==> src/rtl/uart_rx_edge_bit_sampler.sv <==
// rtl/uart_rx_edge_bit_sampler.sv - UART RX oversampling timebase and 3-sample majority-vote bit sampler
module uart_rx_edge_bit_sampler (
    input  logic       clk,
    input  logic       rst,
    input  logic       RX_IN,
    input  logic [5:0] Prescale,
    input  logic       enable,
    input  logic       dat_samp_en,
    output logic [4:0] edge_cnt,
    output logic [3:0] bit_cnt,
    output logic       sampled_bit,
    output logic       sample_valid,
    output logic       samp_noisy
);

    logic [4:0] r_edge_cnt;
    logic [3:0] r_bit_cnt;
    logic       r_s0;
    logic       r_s1;
    logic       r_sampled_bit;
    logic       r_sample_valid;
    logic       r_samp_noisy;

    logic [5:0] w_edge_ext;
    logic [5:0] w_half;
    logic       w_last_tick;
    logic       w_tick_s0;
    logic       w_tick_s1;
    logic       w_tick_vote;
    logic       w_sample_on;
    logic       w_vote;
    logic       w_agree;

    // Compare in 6 bits so P-1 = 31 and h-3 etc. never truncate.
    assign w_edge_ext  = {1'b0, r_edge_cnt};
    assign w_half      = {1'b0, Prescale[5:1]};
    assign w_last_tick = (w_edge_ext == (Prescale - 6'd1));
    assign w_tick_s0   = (w_edge_ext == (w_half - 6'd3));
    assign w_tick_s1   = (w_edge_ext == (w_half - 6'd2));
    assign w_tick_vote = (w_edge_ext == (w_half - 6'd1));
    assign w_sample_on = enable & dat_samp_en;

    // Third sample is the live line value at the vote edge.
    assign w_vote  = (r_s0 & r_s1) | (r_s0 & RX_IN) | (r_s1 & RX_IN);
    assign w_agree = (r_s0 == r_s1) && (r_s1 == RX_IN);

    // Tick and bit-period counters; bit count saturates at 15.
    always_ff @(posedge clk) begin
        if (rst) begin
            r_edge_cnt <= 5'd0;
            r_bit_cnt  <= 4'd0;
        end else if (!enable) begin
            r_edge_cnt <= 5'd0;
            r_bit_cnt  <= 4'd0;
        end else if (w_last_tick) begin
            r_edge_cnt <= 5'd0;
            if (r_bit_cnt != 4'd15) begin
                r_bit_cnt <= r_bit_cnt + 4'd1;
            end
        end else begin
            r_edge_cnt <= r_edge_cnt + 5'd1;
        end
    end

    // Capture two samples before centre, vote on the third; strobe is one cycle wide.
    always_ff @(posedge clk) begin
        if (rst) begin
            r_s0           <= 1'b1;
            r_s1           <= 1'b1;
            r_sampled_bit  <= 1'b1;
            r_sample_valid <= 1'b0;
            r_samp_noisy   <= 1'b0;
        end else begin
            r_sample_valid <= 1'b0;
            r_samp_noisy   <= 1'b0;
            if (w_sample_on) begin
                if (w_tick_s0) begin
                    r_s0 <= RX_IN;
                end
                if (w_tick_s1) begin
                    r_s1 <= RX_IN;
                end
                if (w_tick_vote) begin
                    r_sampled_bit  <= w_vote;
                    r_sample_valid <= 1'b1;
                    r_samp_noisy   <= ~w_agree;
                end
            end
        end
    end

    assign edge_cnt     = r_edge_cnt;
    assign bit_cnt      = r_bit_cnt;
    assign sampled_bit  = r_sampled_bit;
    assign sample_valid = r_sample_valid;
    assign samp_noisy   = r_samp_noisy;

endmodule

==> config.mk <==
export PLATFORM = sky130hd
export DESIGN_NAME = uart_rx_edge_bit_sampler
export DESIGN_NICKNAME = d
export VERILOG_FILES = /design/src/rtl/uart_rx_edge_bit_sampler.sv
export SDC_FILE = /design/constraint.sdc
export NUM_CORES = 1
export LEC_CHECK = 0
export ABC_AREA = 0
export ABC_CLOCK_PERIOD_IN_PS = 5140
export CAP_MARGIN = 20
export CORE_ASPECT_RATIO = 1.5
export CORE_MARGIN = 3
export CORE_UTILIZATION = 55
export CTS_CLUSTER_SIZE = 40
export DETAILED_ROUTE_END_ITERATION = 10
export GPL_ROUTABILITY_DRIVEN = 0
export GPL_TIMING_DRIVEN = 0
export PLACE_DENSITY = 0.84
export SKIP_CTS_REPAIR_TIMING = 1
export SYNTH_ARGS = -nofsm -noshare
export SYNTH_HDL_FRONTEND = slang
export SYNTH_SLANG_ARGS = --single-unit
==> constraint.sdc <==
create_clock -name clk -period 5.14 [get_ports clk]
set_input_delay 0.771 -clock clk [delete_from_list [all_inputs] [get_ports clk]]
set_output_delay 0.771 -clock clk [all_outputs]
set_load 0.03 [all_outputs]
==> results of run 1 <==
==> sequential cells by signal, summed over array words and instances, names as in the netlist <==
name	cells
samp_noisy	1
r_s0	1
bit_cnt	4
r_s1	1
sampled_bit	1
edge_cnt	5
sample_valid	1
==> worst reg2reg max path, delay by kind of cell, from the launching register on <==
kind                   cells  cell delay [ns]
AO/OA/AOI/OAI              1             0.20
XOR/XNOR                   1             0.33
buffers and inverters      1             0.17
flip-flops                 1             0.32
AND/OR/NAND/NOR            3             0.76
==> per-stage QoR <==
stage	std cells	setup slack [ns]	utilization	hold WS, ns
2_1_floorplan	136	2.89	-	0.504
5_1_grt	180	2.09	0.734	0.571
3_3_place_gp	177	2.10	0.723	0.476
6_report	180	2.24	0.734	0.508
3_5_place_dp	177	2.03	0.723	0.502
4_1_cts	180	2.29	0.734	0.511
==> layer usage <==
layer  track usage  vias up
met5             0        -
met4        0.0830        0
met1         0.233      507
met3        0.0173        4
met2         0.374       16
li1              -      529
==> worst min-delay path by stage <==
stage / from / end / slack (ns) / cells after the start
floorplan: r_s0$_SDFFE_PP1P_ / r_s0$_SDFFE_PP1P_ / 0.50 / 2
global placement: bit_cnt[1]$_SDFFE_PP0P_ / bit_cnt[1]$_SDFFE_PP0P_ / 0.48 / 2
detailed placement: bit_cnt[1]$_SDFFE_PP0P_ / bit_cnt[1]$_SDFFE_PP0P_ / 0.50 / 2
CTS: bit_cnt[1]$_SDFFE_PP0P_ / bit_cnt[1]$_SDFFE_PP0P_ / 0.51 / 2
global route: bit_cnt[1]$_SDFFE_PP0P_ / bit_cnt[1]$_SDFFE_PP0P_ / 0.57 / 2
finish: bit_cnt[1]$_SDFFE_PP0P_ / bit_cnt[1]$_SDFFE_PP0P_ / 0.51 / 2
==> layout by cell type (no fill, tap or decap), types with 4 or more instances in the layout <==
cell,synthesis,layout
clkdlybuf4s50_1,0,20
dfxtp_1,14,14
ha_1,11,11
inv_1,7,7
nand2_1,11,11
nand2b_1,5,5
nand3_1,10,10
nor2_1,10,10
nor3_1,6,6
o21ai_0,4,4
xnor2_1,8,8
xor2_1,9,9
==> layout make-up <==
cell class	instances	area [um^2]
Multi-Input combinational cell	110	822
Fill cell	157	512
Sequential cell	14	280
Timing Repair Buffer	20	200
Buffer	5	36.3
Inverter	7	26.3
Tap cell	21	26.3
Clock buffer	3	22.5
==> cells by family (layout without fill, tap and decap cells) <==
logic type | Yosys count | after routing | synth area share
buf+inv | 12 | 35 | 0.0537
fa+ha+maj | 11 | 11 | 0.118
compound gates | 24 | 24 | 0.164
flops | 14 | 14 | 0.241
xor+xnor | 19 | 19 | 0.161
mux | 3 | 3 | 0.0258
simple gates | 53 | 53 | 0.236
==> power groups by stage <==
| stage | combinational, mW | clock, mW | sequential (mW) |
|---|---|---|---|
| final | 0.0571 | 0.0575 | 0.111 |
| after floorplan | 0.0356 | 0 | 0.116 |
| after CTS | 0.0571 | 0.0599 | 0.111 |
| after detailed placement | 0.0566 | 0 | 0.114 |
| after global routing | 0.0627 | 0.0657 | 0.112 |
| after global placement | 0.0548 | 0 | 0.114 |
==> metrics, run 1 <==
H-tree levels 1; CTS Buffer Depth 2; cell taking the most area after synthesis dfxtp_1; Port Buffers 20; Layout area overhead 21.4%; Clk network pwr share 0.255; via/cell ratio between 5 and 6; Internal Pwr Total 0.163 mW; Final ANT Viol Nets 0; CTS tree done; layout net count 183; Metal-1 WL 1100 um; syn avg cell area 8.57 um^2; CP Depth 8; Clock Tree Root clkbuf_4; Final Max Slew Viols 0; RSZ-0062 raised after global routing no; Yosys cell types 37; WL/cell between 10 and 15 um; post-synthesis sequential area ratio 0.241; combinational power share 0.253; cell family with most CP delay simple AND/OR/NAND/NOR gates; crit path DAT 3.09 ns; fin area approximately 1400 um^2; Yosys top cell area share 0.241; total CTS buffers 3; first-pass GRT wire length 4560 um; sequential power share 0.493; switching share of total power 0.281; crit path from Prescale[2]; status finished clean; drt first pass iters 4; fin crit share 0.564; HP Class register to register; Critical Path Sink Type register; chip height about 62 um; Layout Skew 0.000355 ns; post-route setup TNS 0 ns; # IOs 23; required time of the worst setup path about 5.3 ns; max-cap violations 0; clock slew at reported path FFs 0.08 ns; total power 0.226 mW; Crit Path Category primary input to register; DP Wirelength 2100 um; worst-path cell chain clkdlybuf4s50_1 > inv_1 > ha_1 > a21boi_0 > nor2_1 > nor4bb_1 > nand3_1 > o211ai_1; # rows 19; Hold Fails Final Rpt 0; Area after DPL 1390 um^2; R2R Path Start edge_cnt[3]$_SDFF_PP0_; Synth Flop Type dfxtp_1; Top Layer Used met4; layout cells sized above 1 0.0943; Buf/Inv on CP 2; CP max stage delay 0.54 ns; count leader, synth dfxtp_1; clock sink total 14; Detailed Route WL 2590 um; min Tclk post-route 2.90 ns; Worst setup endpoint sampled_bit$_SDFFE_PP1P_; worst-path maximum fanout 6; clk_lat worst skew 0.26 ns; via count roughly 1100; Syn Inst Count 136; leak pwr 0.580 nW; Critical Path Source Type primary input; Reg2Reg Depth 6; DR DRC count 0; Least-Margin Pin Slew 0.479 ns; metal2 WL 1370 um; synth cell count leaders dfxtp_1, ha_1, nand2_1; grt total ovfl 0; Seq cells post-synth 14; FF-to-FF End sampled_bit$_SDFFE_PP1P_; Core ar. between 1500 and 2000 um^2; sw power 0.0634 mW; fmax around 350 MHz; top cells by area, synth dfxtp_1, ha_1, xor2_1; Iter 0 DRT Violations 10; syn nets 158; metal3 WL just over 80 um; vias in the first global route between 1000 and 1500; pin count of the biggest net entering global routing 11; warning count from the yosys run 0; initial antenna violation count 0; Initial Util 0.605; mapped cell area between 1000 and 1500 um^2; Synth async-reset ratio 0; GRT Util Overall 0.206; Max IR drop VDD 0.129 mV; die span in x 43.6 um; EDFF count, synth 0; Power Dens Cells 160 nW/um^2; ANT cells 0; R2R Setup Slk about 3.3 ns; Slowest-stage cell, CP clkdlybuf4s50_1; final setup fails 0; Max-slew headroom 0.676; area of the die 2720 um^2
Note: power is estimated with default switching activity, not from simulation.
==> inputs of run 2 (changes only) <==
--- a/config.mk
+++ b/config.mk
@@ -6,16 +6,16 @@
 export NUM_CORES = 1
 export LEC_CHECK = 0
 export ABC_AREA = 0
-export ABC_CLOCK_PERIOD_IN_PS = 5140
+export ABC_CLOCK_PERIOD_IN_PS = 2900
 export CAP_MARGIN = 20
 export CORE_ASPECT_RATIO = 1.5
 export CORE_MARGIN = 3
-export CORE_UTILIZATION = 55
+export CORE_UTILIZATION = 51
 export CTS_CLUSTER_SIZE = 40
 export DETAILED_ROUTE_END_ITERATION = 10
 export GPL_ROUTABILITY_DRIVEN = 0
 export GPL_TIMING_DRIVEN = 0
-export PLACE_DENSITY = 0.84
+export PLACE_DENSITY = 0.79
 export SKIP_CTS_REPAIR_TIMING = 1
 export SYNTH_ARGS = -nofsm -noshare
 export SYNTH_HDL_FRONTEND = slang
==> constraint.sdc (replaced) <==
create_clock -name clk -period 2.9 [get_ports clk]
set_input_delay 0.435 -clock clk [delete_from_list [all_inputs] [get_ports clk]]
set_output_delay 0.435 -clock clk [all_outputs]
set_load 0.03 [all_outputs]
==> run 2 against run 1 <==
Register-to-register slack lost 2.2 ns. Clock power grew 79%. Total power grew 78%. Cell area is essentially flat. Setup slack lost 1.9 ns. Highest routed layer unchanged. Critical endpoint is now bit_cnt[3]$_SDFFE_PP0P_.
==> metrics, run 2 (synthesis gave the netlist of run 1 again) <==
status finished clean; worst-path maximum fanout 7; # rows 20; Crit Path Category primary input to register; vias in the first global route 1099; Clock Tree Root clkbuf_4; Layout Skew between 0.0004 and 0.0005 ns; Max-slew headroom 0.703; Hold Fails Final Rpt 0; commonest non-fill, non-tap cell in the layout clkdlybuf4s50_1; RSZ-0062 raised after global routing no; total CTS buffers 3; Detailed Route WL 2600 um; Final WS setup 0.387 ns; via/cell ratio 5.86; clock slew at reported path FFs 0.07 ns; Final Max Slew Viols 0; Area after DPL 1390 um^2; max-cap violations 0; Largest register FFs 5; Core ar. approximately 2100 um^2; Least-Margin Pin Slew 0.442 ns; Final ANT Viol Nets 0; Iter 0 DRT Violations 25; Internal Pwr Total between 0.2 and 0.3 mW; drt first pass iters 4; layout net count 183; Port Buffers 20; die span in x between 40 and 50 um; Power Dens Cells around 280 nW/um^2; clk_lat worst skew 0.27 ns; clock sink total 14; fin crit share 0.867; WL/cell 14.4 um; CTS Buffer Depth 2; fmax between 300 and 400 MHz; initial antenna violation count 0; sequential power share 0.491; Reg2Reg Depth 7; layout cells sized above 1 0.0943; Layout area overhead 21.5%; via count 1061; fin area around 1400 um^2; switching share of total power 0.283; chip height approximately 65 um; sw power 0.114 mW; area of the die roughly 2900 um^2; CTS tree done; H-tree levels 1; required time of the worst setup path 3.05 ns; final setup fails 0; Clk network pwr share 0.257; # IOs 23; first-pass GRT wire length about 4600 um; Placement Setup Slack 0.104 ns; DP Wirelength 2110 um; GRT Util Overall 0.203; worst-path cell chain clkdlybuf4s50_1 > inv_1 > ha_1 > a21boi_0 > xnor2_1 > nor4_2 > and2_1 > buf_4 > a211oi_1; HP Class register to register; final core occ 0.673; Max IR drop VDD between 0.2 and 0.25 mV; CP max stage delay 0.54 ns; Critical Path Sink Type register; Hold Crit Depth 2; leak pwr slightly below 0.6 nW; Critical Path Source Type primary input; min Tclk post-route 2.51 ns; commonest non-fill, non-tap cells in the layout clkdlybuf4s50_1, dfxtp_1, nand2_1, ha_1; Initial Util 0.554; Non-Filler Instances approximately 180; crit path DAT 2.66 ns; post-route setup TNS 0 ns; Slowest-stage cell, CP clkdlybuf4s50_1; combinational power share 0.253; DR DRC count 0; ANT cells 0; pin count of the biggest net entering global routing 11; placed cells 178; grt total ovfl 0
==> run 2: layout make-up <==
type | count | area [um^2]
timing repair buffer | 20 | 200
sequential | 14 | 280
tap | 22 | 27.5
fill | 187 | 687
clock buffer | 3 | 22.5
inverter | 7 | 26.3
buffer | 5 | 36.3
multi-input combinational | 110 | 822
==> run 2: through the flow <==
step           hold WS (ns)  power, mW
4_1_cts               0.515      0.409
6_report              0.512      0.402
3_5_place_dp          0.504      0.303
5_1_grt               0.551      0.427
2_1_floorplan         0.504      0.268
3_3_place_gp          0.478      0.299
==> run 2: final timing paths <==
check	endpoint	slack (ns)	from
max	bit_cnt[3]$_SDFFE_PP0P_	0.39	Prescale[2]
min	bit_cnt[1]$_SDFFE_PP0P_	0.51	bit_cnt[1]$_SDFFE_PP0P_
min reg2reg	bit_cnt[1]$_SDFFE_PP0P_	0.51	bit_cnt[1]$_SDFFE_PP0P_
max reg2reg	bit_cnt[3]$_SDFFE_PP0P_	1.09	edge_cnt[2]$_SDFF_PP0_
==> run 2: metal layers <==
metal / share of wire / routed length, um / GRT usage / vias up
li1: - / - / - / 530
met1: 0.39 / 1030 / 0.221 / 502
met2: 0.55 / 1430 / 0.367 / 25
met3: 0.041 / 106 / 0.0194 / 4
met4: 0.017 / 44 / 0.0989 / 0
met5: 0 / 0 / 0 / -
==> run 2: worst max-delay path: cells and delay by family <==
family	cells	cell delay (ns)
adders and majority gates	1	0.26
AOI/OAI and AO/OA	2	0.32
xor gates and xnor gates	1	0.11
buffers and inverters	3	0.88
and+or+nand+nor	2	0.65
==> run 2: power groups by stage <==
stage | Combinational (mW) | Clock, mW | Sequential (mW)
4_1_cts | 0.102 | 0.110 | 0.197
6_report | 0.102 | 0.103 | 0.197
5_1_grt | 0.113 | 0.117 | 0.198
3_5_place_dp | 0.101 | 0 | 0.202
2_1_floorplan | 0.0631 | 0 | 0.205
3_3_place_gp | 0.0975 | 0 | 0.202
